**src/rtl/wb_ctrl_pkg.sv**
```systemverilog
// Shared register-file constants and the write-request record used by the writeback controller.
package wb_ctrl_pkg;

    localparam int   REG_AW       = 5;
    localparam int   REG_DW       = 32;
    localparam int   REG_NUM      = 32;
    localparam logic WRITE_ENABLE = 1'b1;
    localparam logic RST_ENABLE   = 1'b1;

    typedef logic [REG_AW-1:0] reg_addr_t;
    typedef logic [REG_DW-1:0] reg_data_t;

    typedef struct packed {
        reg_addr_t addr;
        reg_data_t data;
    } wb_req_t;

    localparam int WB_REQ_W = $bits(wb_req_t);

    function automatic logic [REG_NUM-1:0] reg_onehot(input reg_addr_t a);
        logic [REG_NUM-1:0] m;
        m    = '0;
        m[a] = 1'b1;
        return m;
    endfunction

endpackage

```
**src/rtl/wb_fifo.sv**
```systemverilog
// Generic circular FIFO exposing its storage and per-slot valid bits for occupancy decoding.
// Latency: push visible at head the cycle after the push edge; no bypass.
// Backpressure: push ignored when full, pop ignored when empty.
module wb_fifo
    import wb_ctrl_pkg::*;
#(
    parameter int DEPTH = 2,
    parameter int WIDTH = 37
) (
    input  logic                         clk,
    input  logic                         rstn,
    input  logic                         push,
    input  logic [WIDTH-1:0]             push_dat,
    input  logic                         pop,
    output logic [WIDTH-1:0]             pop_dat,
    output logic                         full,
    output logic                         empty,
    output logic [$clog2(DEPTH+1)-1:0]   count,
    output logic [DEPTH-1:0][WIDTH-1:0]  mem_dat,
    output logic [DEPTH-1:0]             mem_vld
);

    localparam int AW = $clog2(DEPTH);
    localparam int CW = $clog2(DEPTH+1);

    logic [DEPTH-1:0][WIDTH-1:0] mem;
    logic [AW-1:0]               wr_ptr;
    logic [AW-1:0]               rd_ptr;
    logic [AW-1:0]               off;
    logic                        do_push;
    logic                        do_pop;

    assign full    = (count == CW'(DEPTH));
    assign empty   = (count == '0);
    assign do_push = push && !full;
    assign do_pop  = pop && !empty;
    assign pop_dat = mem[rd_ptr];
    assign mem_dat = mem;

    // DEPTH is a power of two, so pointer overflow is the modulo wrap.
    always_ff @(posedge clk) begin
        if (rstn == RST_ENABLE) begin
            wr_ptr <= '0;
            rd_ptr <= '0;
            count  <= '0;
        end else begin
            if (do_push) begin
                mem[wr_ptr] <= push_dat;
                wr_ptr      <= wr_ptr + AW'(1);
            end
            if (do_pop) begin
                rd_ptr <= rd_ptr + AW'(1);
            end
            case ({do_push, do_pop})
                2'b10:   count <= count + CW'(1);
                2'b01:   count <= count - CW'(1);
                default: ;
            endcase
        end
    end

    // A slot holds live data when its distance from the read pointer is below the count.
    always_comb begin
        mem_vld = '0;
        off     = '0;
        for (int i = 0; i < DEPTH; i++) begin
            off        = AW'(i) - rd_ptr;
            mem_vld[i] = (CW'(off) < count);
        end
    end

endmodule

```
**src/rtl/wb_ctrl.sv**
```systemverilog
// Writeback arbiter: in-order pipeline results win the regfile port, mul/div results queue behind them.
// Latency: pipeline 1 cycle; buffered results at least 2 cycles from acceptance.
// Backpressure: pipeline never stalled here; div side ready = !full, stall_req_o on full or starvation.
module wb_ctrl
    import wb_ctrl_pkg::*;
#(
    parameter int FIFO_DEPTH = 2,
    parameter int STARVE_MAX = 4
) (
    input  logic               clk,
    input  logic               rstn,
    input  logic               pipe_wen_i,
    input  logic [REG_AW-1:0]  pipe_waddr_i,
    input  logic [REG_DW-1:0]  pipe_wdata_i,
    input  logic               div_valid_i,
    output logic               div_ready_o,
    input  logic [REG_AW-1:0]  div_waddr_i,
    input  logic [REG_DW-1:0]  div_wdata_i,
    output logic               wen_o,
    output logic [REG_AW-1:0]  wr_addr_o,
    output logic [REG_DW-1:0]  wr_data_o,
    output logic [REG_NUM-1:0] pend_mask_o,
    output logic               stall_req_o
);

    localparam int SW = $clog2(STARVE_MAX+1);
    localparam int CW = $clog2(FIFO_DEPTH+1);

    logic                                 pipe_take;
    logic                                 fifo_push;
    logic                                 fifo_pop;
    logic                                 fifo_full;
    logic                                 fifo_empty;
    logic [CW-1:0]                        fifo_count;
    logic [WB_REQ_W-1:0]                  fifo_head;
    logic [FIFO_DEPTH-1:0][WB_REQ_W-1:0]  fifo_mem;
    logic [FIFO_DEPTH-1:0]                fifo_vld;
    wb_req_t                              head;
    wb_req_t                              entry;
    logic                                 wr_from_fifo;
    logic [SW-1:0]                        starve_cnt;

    // Writes to x0 are architecturally dead, so they leave the port free for a drain.
    assign pipe_take   = pipe_wen_i && (pipe_waddr_i != '0);
    assign div_ready_o = !fifo_full;
    assign fifo_push   = div_valid_i && div_ready_o && (div_waddr_i != '0);
    assign fifo_pop    = !fifo_empty && !pipe_take;
    assign head        = fifo_head;
    assign stall_req_o = (starve_cnt == SW'(STARVE_MAX)) || (fifo_count == CW'(FIFO_DEPTH));

    wb_fifo #(
        .DEPTH (FIFO_DEPTH),
        .WIDTH (WB_REQ_W)
    ) u_fifo (
        .clk      (clk),
        .rstn     (rstn),
        .push     (fifo_push),
        .push_dat (WB_REQ_W'({div_waddr_i, div_wdata_i})),
        .pop      (fifo_pop),
        .pop_dat  (fifo_head),
        .full     (fifo_full),
        .empty    (fifo_empty),
        .count    (fifo_count),
        .mem_dat  (fifo_mem),
        .mem_vld  (fifo_vld)
    );

    always_ff @(posedge clk) begin
        if (rstn == RST_ENABLE) begin
            wen_o        <= ~WRITE_ENABLE;
            wr_addr_o    <= '0;
            wr_data_o    <= '0;
            wr_from_fifo <= 1'b0;
            starve_cnt   <= '0;
        end else begin
            if (pipe_take) begin
                wen_o        <= WRITE_ENABLE;
                wr_addr_o    <= pipe_waddr_i;
                wr_data_o    <= pipe_wdata_i;
                wr_from_fifo <= 1'b0;
            end else if (fifo_pop) begin
                wen_o        <= WRITE_ENABLE;
                wr_addr_o    <= head.addr;
                wr_data_o    <= head.data;
                wr_from_fifo <= 1'b1;
            end else begin
                wen_o        <= ~WRITE_ENABLE;
                wr_from_fifo <= 1'b0;
            end

            // Non-empty without a pop means the pipeline owned the port this cycle.
            if (fifo_empty || fifo_pop) begin
                starve_cnt <= '0;
            end else if (starve_cnt != SW'(STARVE_MAX)) begin
                starve_cnt <= starve_cnt + SW'(1);
            end
        end
    end

    // A drained entry stays pending until its write lands in the regfile at the end of the cycle.
    always_comb begin
        pend_mask_o = '0;
        entry       = '0;
        for (int i = 0; i < FIFO_DEPTH; i++) begin
            if (fifo_vld[i]) begin
                entry       = fifo_mem[i];
                pend_mask_o = pend_mask_o | reg_onehot(entry.addr);
            end
        end
        if ((wen_o == WRITE_ENABLE) && wr_from_fifo) begin
            pend_mask_o = pend_mask_o | reg_onehot(wr_addr_o);
        end
    end

endmodule

```
**config.mk**
```make
export PLATFORM = sky130hd
export DESIGN_NAME = wb_ctrl
export DESIGN_NICKNAME = d
export VERILOG_FILES = /design/src/rtl/wb_ctrl_pkg.sv /design/src/rtl/wb_fifo.sv /design/src/rtl/wb_ctrl.sv
export SDC_FILE = /design/constraint.sdc
export NUM_CORES = 1
export LEC_CHECK = 0
export CORE_MARGIN = 1
export CORE_UTILIZATION = 35
export CTS_CLUSTER_DIAMETER = 200
export DETAILED_ROUTE_END_ITERATION = 10
export GPL_TIMING_DRIVEN = 0
export SLEW_MARGIN = 20
export SYNTH_ARGS = -nofsm -noshare
export SYNTH_HDL_FRONTEND = slang
export SYNTH_SLANG_ARGS = --single-unit
```
**constraint.sdc**
```tcl
create_clock -name clk -period 7.9 [get_ports clk]
set_clock_uncertainty 0.2 [all_clocks]
set_input_delay 1.58 -clock clk [delete_from_list [all_inputs] [get_ports clk]]
set_output_delay 1.58 -clock clk [all_outputs]
set_load 0.1 [all_outputs]
```
==> flow_summary.yaml <==
die:
  die_w_um: 132
  die_h_um: 132
  core_area_um2: 16500
  die_area_um2: 17400
  initial_core_util_pct: 35.8
  rows: 47
  ios: 150
sta:
  drv_slew: 0
  fin_crit_ns: 5.02
  finalCritPeriodShare_pct: 63.5
  grt_setup_unrepaired: "false"
  setup_viol: 0
  clock.fmax_mhz: 199
  worst_pin_slew_ns: 1.06
  max_slew_margin_pct: 28.9
  finalHoldViolCount: 0
drt:
  ant_nets: 0
  vias_per_cell: 5.30
  drt-initial-drc-count: 436
  drc: 0
  routed_wl_um: 17400
  wire_per_inst_um: 18.6
  dr.pass1.iters: 5
  num_vias: 4950
clock_tree:
  cts_root_buf: "clkbuf_16"
  cts.path.max_buffers: 2
  cts_tree: "built"
  clock_sinks: 120
  cts.clk_slew.worst_paths_ns: 0.05
  clk_latency_ns: 0.41
  cts_setup_buffers: 0
  cts_resized: 0
  cts_buffers: 17
  cts_hold_buffers: 0
  htreeDepth: 4
global_routing:
  overflow: 0
  grt_pass1_wl_um: 27100
  antenna_found_initial: 0
  grt_max_degree: 17
  grt_pass1_vias: 5016
  grt_usage_pct: 20.3
synth:
  synth_edf_count: 74
  synth_top_area_share_pct: 37.5
  yosysSeqAreaShare_pct: 53.1
  synth_ff_type: "edfxtp_1"
  synth.most_common_cell: "edfxtp_1"
  yosysWarnings: 0
  syn-cell-area_um2: 5920
  synthCells: 526
  async_flop_share_pct: 0
  ys_seq_elements: 120
  synth.area.top_cells: "edfxtp_1 38%, dfxtp_1 16%, mux2i_1 11%"
  yosys-top-cells-count: "74 x edfxtp_1, 65 x mux2i_1, 46 x dfxtp_1"
  synth_nets: 607
  synthDistinctLibCells: 46
  synth_area_per_cell_um2: 11.3
  yosysTopAreaCell: "edfxtp_1"
outcome:
  outcome: "complete, no violations"
cells_and_area:
  stdcell_area_um2: 8370
  antenna_cells: 0
  area_growth_pct: 41.4
  fin_cells: 934
  final_layout_size_suffix_gt1_share_pct: 9.80
  fin_util_pct: 50.7
  nNetsFinal: 782
power_and_ir_drop:
  powerDensity_nw_per_um2: 351
  leakagePower_uw: 0.00294
  total_power_uw: 2940
  peakVddDrop_uv: 240
worst_setup_path:
  path_cells: "clkbuf_1 -> buf_2 -> o211ai_1 -> o211ai_1 -> clkdlybuf4s50_1"
  worstPathArrival_ns: 3.24
  r2r_setup_slack_ns: 5.33
  end_kind: "primary output"
  required_ns: 6.12
  crit_path_max_incr_delay_ns: 1.18
  critPathMostFrequentCell: "o211ai_1"
  crit_fanout: 10
  worstReg2RegEnd: "u_fifo.mem_dat[11]$_DFFE_PP_"
  worstSetupPathType: "register to primary output"
  reg2reg_from: "u_fifo.count[1]$_SDFFE_PP0P_"
  rr_worst_depth: 6
  cp-start-kind: "register"
  crit_slowest_cell: "clkdlybuf4s50_1"
job:
  maxCapViolCount: 0
worst_hold_path:
  hold_path_depth: 2
  hp-start: "starve_cnt[1]$_SDFFE_PP0N_"
  hold_path.class: "register to register"
  min_to: "starve_cnt[1]$_SDFFE_PP0N_"
placed_design:
  dp_cells: 902
  placed_area_um2: 7750
  portBuffers: 147
  routabilityCongestion: 0.864
  hpwlAfterDp_um: 12400
-- cells in the final DEF (no fill, tap or decap), drive strengths merged, types with 7 or more instances in the layout --
master and n:
clkbuf 41, nand2 39, a211o 32, clkinv 7, nor2 12, nor2b 12, nor3b 7, mux2i 65
nand2b 33, o221ai 8, nand3b 10, o211ai 26, buf 33, nor3 36, nand3 26, dfxtp 46
clkdlybuf4s50 147, edfxtp 74
-- metal layers --
metal / up-vias / track usage [%] / share of wire, %
li1: 2340 / - / -
met1: 2378 / 25.2 / 43
met2: 207 / 33.4 / 48
met3: 25 / 6.50 / 7.5
met4: 0 / 6.78 / 1.6
met5: - / 0 / 0
-- worst max-delay path: cells and delay by family, from the launching register on --
| kind | cells | cell delay, ns |
|---|---|---|
| AOI/OAI and AO/OA | 2 | 0.74 |
| buffers and inverters | 3 | 1.78 |
| DFF | 1 | 0.30 |
-- where the power goes --
part	internal, µW	total, µW	switching, µW	leakage, µW
logic	393	1310	913	0.00158
registers	766	828	62.5	0.00106
clock network	531	808	277	0.000299
-- state kept, by name, indices dropped and copies added, names as in the netlist --
| name | count |
|---|---|
| starve_cnt | 3 |
| u_fifo.count | 2 |
| u_fifo.mem_dat | 74 |
| u_fifo.rd_ptr | 1 |
| u_fifo.wr_ptr | 1 |
| wen_o | 1 |
| wr_addr_o | 5 |
| wr_data_o | 32 |
| wr_from_fifo | 1 |
-- final cells by class --
class	count	area, µm²
buffer	47	216
clock buffer	18	439
timing repair buffer	156	1550
sequential	120	3140
clock inverter	14	180
multi-input combinational	357	2570
inverter	2	7.51
fill	1487	8150
tap	220	275
-- metrics by stage --
step	setup slack, ns	hold WS (ns)	setup TNS [ns]
global placement	-0.0900	0.339	-3.28
floorplan	2.34	0.315	0
global route	2.71	0.418	0
detailed placement	3.35	0.355	0
finish	2.88	0.358	0
CTS	2.90	0.367	0
-- worst max-delay path by stage --
stage / start / end / slack [ns]
floorplan: rstn / u_fifo.mem_dat[37]$_DFFE_PP_ / 2.34
global placement: div_waddr_i[1] / u_fifo.mem_dat[45]$_DFFE_PP_ / -0.09
detailed placement: u_fifo.count[1]$_SDFFE_PP0P_ / pend_mask_o[7] / 3.35
CTS: u_fifo.count[1]$_SDFFE_PP0P_ / pend_mask_o[7] / 2.90
global route: u_fifo.count[0]$_SDFFE_PP0P_ / pend_mask_o[3] / 2.71
finish: u_fifo.count[1]$_SDFFE_PP0P_ / pend_mask_o[7] / 2.88
-- cells by family after synthesis --
logic type                 Yosys count  share of synthesized area [%]
and+or+nand+nor                    196                           18.2
buffers and inverters               49                           3.78
adders and majority gates            3                          0.634
xor gates and xnor gates             3                          0.444
AOI/OAI and AO/OA                   88                           12.5
DFF                                120                           53.1
muxes                               67                           11.4
No activity file was read; power rests on OpenSTA's default activity.
